===== config.mk =====
export PLATFORM = sky130hd
export DESIGN_NAME = pc_gen
export DESIGN_NICKNAME = d
export VERILOG_FILES = /design/src/rtl/pc_gen.sv
export SDC_FILE = /design/constraint.sdc
export NUM_CORES = 1
export LEC_CHECK = 0
export ABC_AREA = 0
export CORE_MARGIN = 5
export CORE_UTILIZATION = 45
export DETAILED_ROUTE_END_ITERATION = 7
export GPL_ROUTABILITY_DRIVEN = 0
export GPL_TIMING_DRIVEN = 0
export PLACE_DENSITY = 0.89
export SYNTH_ARGS = -nofsm -noshare
export SYNTH_HDL_FRONTEND = slang
export SYNTH_SLANG_ARGS = --single-unit

===== constraint.sdc =====
create_clock -name clk_i -period 3.9 [get_ports clk_i]
set_input_delay 0.39 -clock clk_i [delete_from_list [all_inputs] [get_ports clk_i]]
set_output_delay 0.39 -clock clk_i [all_outputs]
set_load 0.1 [all_outputs]

===== src/rtl/pc_gen.sv =====
// Fetch-stage program counter: PC register, PC+4, prioritised next-PC select,
// and a small circular return-address stack for return prediction.
module pc_gen #(
  parameter int unsigned               ADDR_WIDTH   = 32,
  parameter logic [ADDR_WIDTH-1:0]     RESET_VECTOR = '0,
  parameter logic [ADDR_WIDTH-1:0]     EXC_VECTOR   = ADDR_WIDTH'(32'h0000_0080),
  parameter int unsigned               RAS_DEPTH    = 4
) (
  input  logic                         clk_i,
  input  logic                         rst_ni,
  input  logic                         stall_i,
  input  logic                         exception_i,
  input  logic                         jr_i,
  input  logic [ADDR_WIDTH-1:0]        jr_target_i,
  input  logic                         jump_i,
  input  logic [ADDR_WIDTH-1:0]        jump_target_i,
  input  logic                         branch_taken_i,
  input  logic [ADDR_WIDTH-1:0]        branch_target_i,
  input  logic                         ret_predict_i,
  input  logic                         link_push_i,
  input  logic [ADDR_WIDTH-1:0]        link_addr_i,
  output logic [ADDR_WIDTH-1:0]        pc_o,
  output logic [ADDR_WIDTH-1:0]        pc_plus4_o,
  output logic [$clog2(RAS_DEPTH):0]   ras_count_o,
  output logic                         ras_empty_o,
  output logic                         misalign_err_o,
  output logic                         ras_underflow_o
);

  localparam int unsigned PtrW = $clog2(RAS_DEPTH);
  localparam int unsigned CntW = PtrW + 1;

  logic [ADDR_WIDTH-1:0] pc_q, pc_d;
  logic [ADDR_WIDTH-1:0] ras_q [RAS_DEPTH];
  logic [PtrW-1:0]       top_q, top_d;
  logic [CntW-1:0]       cnt_q, cnt_d;
  logic                  misalign_q, misalign_d;
  logic                  underflow_q, underflow_d;

  logic                  ras_empty;
  logic                  push_en, pop_en;
  logic                  ras_we;
  logic [PtrW-1:0]       ras_waddr;

  assign pc_plus4_o      = pc_q + ADDR_WIDTH'(4);
  assign ras_empty       = (cnt_q == '0);
  assign pc_o            = pc_q;
  assign ras_count_o     = cnt_q;
  assign ras_empty_o     = ras_empty;
  assign misalign_err_o  = misalign_q;
  assign ras_underflow_o = underflow_q;

  always_comb begin
    pc_d        = pc_q;
    misalign_d  = 1'b0;
    underflow_d = 1'b0;
    push_en     = 1'b0;
    pop_en      = 1'b0;
    if (exception_i) begin
      pc_d = EXC_VECTOR;
    end else if (!stall_i) begin
      push_en = link_push_i;
      if (jr_i) begin
        if (jr_target_i[1:0] != 2'b00) begin
          pc_d       = EXC_VECTOR;
          misalign_d = 1'b1;
        end else begin
          pc_d = jr_target_i;
        end
      end else if (jump_i) begin
        pc_d = {jump_target_i[ADDR_WIDTH-1:2], 2'b00};
      end else if (branch_taken_i) begin
        pc_d = {branch_target_i[ADDR_WIDTH-1:2], 2'b00};
      end else if (ret_predict_i) begin
        if (ras_empty) begin
          pc_d        = pc_plus4_o;
          underflow_d = 1'b1;
        end else begin
          pc_d   = ras_q[top_q];
          pop_en = 1'b1;
        end
      end else begin
        pc_d = pc_plus4_o;
      end
    end
  end

  // Push+pop replaces the top entry in place; pointer and count stay put.
  always_comb begin
    top_d     = top_q;
    cnt_d     = cnt_q;
    ras_we    = 1'b0;
    ras_waddr = top_q + PtrW'(1);
    if (push_en && pop_en) begin
      ras_we    = 1'b1;
      ras_waddr = top_q;
    end else if (push_en) begin
      ras_we = 1'b1;
      top_d  = top_q + PtrW'(1);
      if (cnt_q != CntW'(RAS_DEPTH)) begin
        cnt_d = cnt_q + CntW'(1);
      end
    end else if (pop_en) begin
      top_d = top_q - PtrW'(1);
      cnt_d = cnt_q - CntW'(1);
    end
  end

  always_ff @(posedge clk_i) begin
    if (!rst_ni) begin
      pc_q        <= RESET_VECTOR;
      top_q       <= '0;
      cnt_q       <= '0;
      misalign_q  <= 1'b0;
      underflow_q <= 1'b0;
    end else begin
      pc_q        <= pc_d;
      top_q       <= top_d;
      cnt_q       <= cnt_d;
      misalign_q  <= misalign_d;
      underflow_q <= underflow_d;
      if (ras_we) begin
        ras_q[ras_waddr] <= link_addr_i;
      end
    end
  end

endmodule


==> impl_metrics.toml <==
[status]
status = "finished with violations"
violations = "negative setup slack"

[floorplan]
initial_core_util_pct = 45.6
die_w_um = 145
io_pins = 207
row_count = 49
dieArea_um2 = 20900
die-height_um = 145
core_um2 = 17900

[logic_synthesis]
syn_inst = 648
ys_seq_elements = 169
synth-edff-count = 128
synth_fp_nets = 789
async_flop_share_pct = 0
syn-cell-area_um2 = 8160
yosys_warnings = 0
yosysUniqueCellTypes = 73
synth.avg_cell_area_um2 = 12.6
synth_ff_type = "edfxtp_1"
netlist.area_leader.share_pct = 47.1
seq_area_frac_synth_pct = 57.1
synthTopCellsByArea = "edfxtp_1 47%, dfxtp_1 10%, mux4_2 8.8%"
synth_top_area_cell = "edfxtp_1"

[sta]
fin_crit_sh_pct = 100
finalWorstSetupSlack_ps = -19.2
clock.fmax_mhz = 255
period_needed_ps = 3920
finalSetupViolCount = 1
finalSetupTns_ps = -19.2
relSlewSlack_pct = 19.7
final_max_slew_viol_count = 0
rsz0062_at_grt = "no"
fin_worst_skew_ps = 12.5
finalHoldViolCount = 0
worstMarginPinSlew_ps = 1190

[setup_path]
cp-start-kind = "register"
slowest_stage = "clkdlybuf4s15_1"
max_stage_delay_ps = 880
cp_data_arrival_time_ps = 3530
path_cells = "ha_1 -> nand2_1 -> nor4_1 -> xnor2_1 -> clkdlybuf4s15_1"
cp.required_ps = 3510
worst-setup-path-type = "register to primary output"
path_max_fanout = 6
endpoint_kind = "primary output"

[clock_tree]
cts_setup_buffers = 0
clk-insertion-delay-late_ps = 430
htree_levels = 4
cts.clk_slew.worst_paths_ps = 60
clockBufferDepth = 2
root_buffer = "clkbuf_16"
cts_inserted_buffers = 17
clock-sinks = 169
cts_tree = "yes"

[placed_design]
place_hpwl_mm = 20.7
portBuffers = 199
pre_cts_ws_ps = -526
placed_cells = 1077

[route]
wl_mm = 28.2
drc = 0
drtAntennaViolNets = 0
vias = 7066
vias_per_cell = 6.38
drt_iter0_drc = 1069
wl_per_cell_um = 25.5
dr.pass1.iters = 8

[cells_and_area]
final_common_cell = "clkdlybuf4s50_1"
post-route-util_pct = 62.5
layout.nets = 1008
drive_gt1_share_pct = 13.3
layout.cells.non_filler = 1108
layout_common_cells = "186 x clkdlybuf4s50_1, 128 x edfxtp_1, 50 x nand2_1"
area_growth_pct = 37.0

[global_route]
grtUsageTotal_pct = 27.0
grt_pass1_vias = 6863
grt_pass1_wl_mm = 41.6
antenna_found_initial = 2
grt-ovfl-total = 0
grt_max_degree = 33

[power]
irDropWorstVdd_mv = 0.384
power_density_nw_per_um2 = 396
p_leak_uw = 0.00392

[flow_run]
maxCapViolCount = 0

[min_path]
hold_class = "input port to register"
-- cell families (layout without fill, tap and decap cells) --
family,count (synthesis),after routing,share of synthesized area (%)
AOI/OAI and AO/OA,150,150,13.3
xor gates and xnor gates,33,33,3.54
adders and majority gates,4,4,0.705
buffers and inverters,61,291,3.52
DFF,169,169,57.1
muxes,33,33,8.95
other,0,1,0
and+or+nand+nor,198,198,12.9
-- report_power, final --
part | switching, uW | leakage (uW) | internal, uW
clock network | 698 | 0.000269 | 997
logic | 458 | 0.00216 | 277
registers | 34.8 | 0.00149 | 1960
total | 1190 | 0.00392 | 3230
-- routing by layer --
layer,global-route usage [%],wire (um)
met3,8.22,3230
met5,0,13
met1,33.9,10000
met4,13.7,1640
met2,42.7,13300
-- timing repair --
| action | CTS | global route |
|---|---|---|
| resized for setup | 12 | 15 |
| hold buffers | 0 | 0 |
| pin swaps | 0 | 0 |
| setup endpoints to repair | 71 | 74 |
| cloned | 0 | 0 |
-- per-stage QoR --
stage                     area [um^2]  hold slack (ps)  total power (uW)
after floorplan                  8290              489              2450
after global placement          10600              546              2740
after detailed placement        10600              553              2750
after CTS                       11200              356              4410
after global routing            11200              370              4540
final                           11200              361              4430
-- area by class of cell --
type                       count  area (um^2)
antenna                        1         2.50
buffer                        43          221
clock buffer                  18          429
clock inverter                12          154
fill                        1346         6720
inverter                      18         67.6
multi-input combinational    418         3340
sequential                   169         4670
tap                          229          287
timing repair buffer         200         2010
-- state kept, by name, indices dropped and copies added, names as in the netlist, named ones only --
name / count
misalign_err_o: 1
pc_o: 32
ras_count_o: 3
ras_q: 128
ras_underflow_o: 1
top_q: 2
-- synth_stat cells, drive strengths merged, types with 5 or more instances --
library cell  instances
clkbuf               29
a21boi                5
nor3                 10
nand3                20
a211oi                6
a221o                 5
nand2b                9
dfxtp                41
o32ai                 6
inv                  18
buf                  13
xnor2                25
o21ai                26
nor2                 46
xor2                  8
a211o                 5
o22ai                 8
a21oi                24
nor4                 11
a221oi               26
nand2                51
nand4                 8
edfxtp              128
and3                 16
and2                  6
mux4                 32
-- path summary, 6_finish.rpt --
kind                  startpoint             end  slack [ps]  cells after the start
setup / recovery         pc_o[3]  pc_plus4_o[12]         -20                      5
hold / removal            rst_ni  ras_count_o[2]         360                      2
hold reg to reg   ras_count_o[2]  ras_count_o[2]         550                      2
setup reg to reg  ras_count_o[0]     ras_q[3][6]         250                     10
-- critical path: cells and delay by family (launching register included) --
kind	cells	cell delay, ps
XOR/XNOR	1	260
AND/OR/NAND/NOR	2	1020
flip-flops	1	540
adder cells (fa/ha/maj)	1	410
buffers and inverters	1	880
No activity file was read; power rests on OpenSTA's default activity.
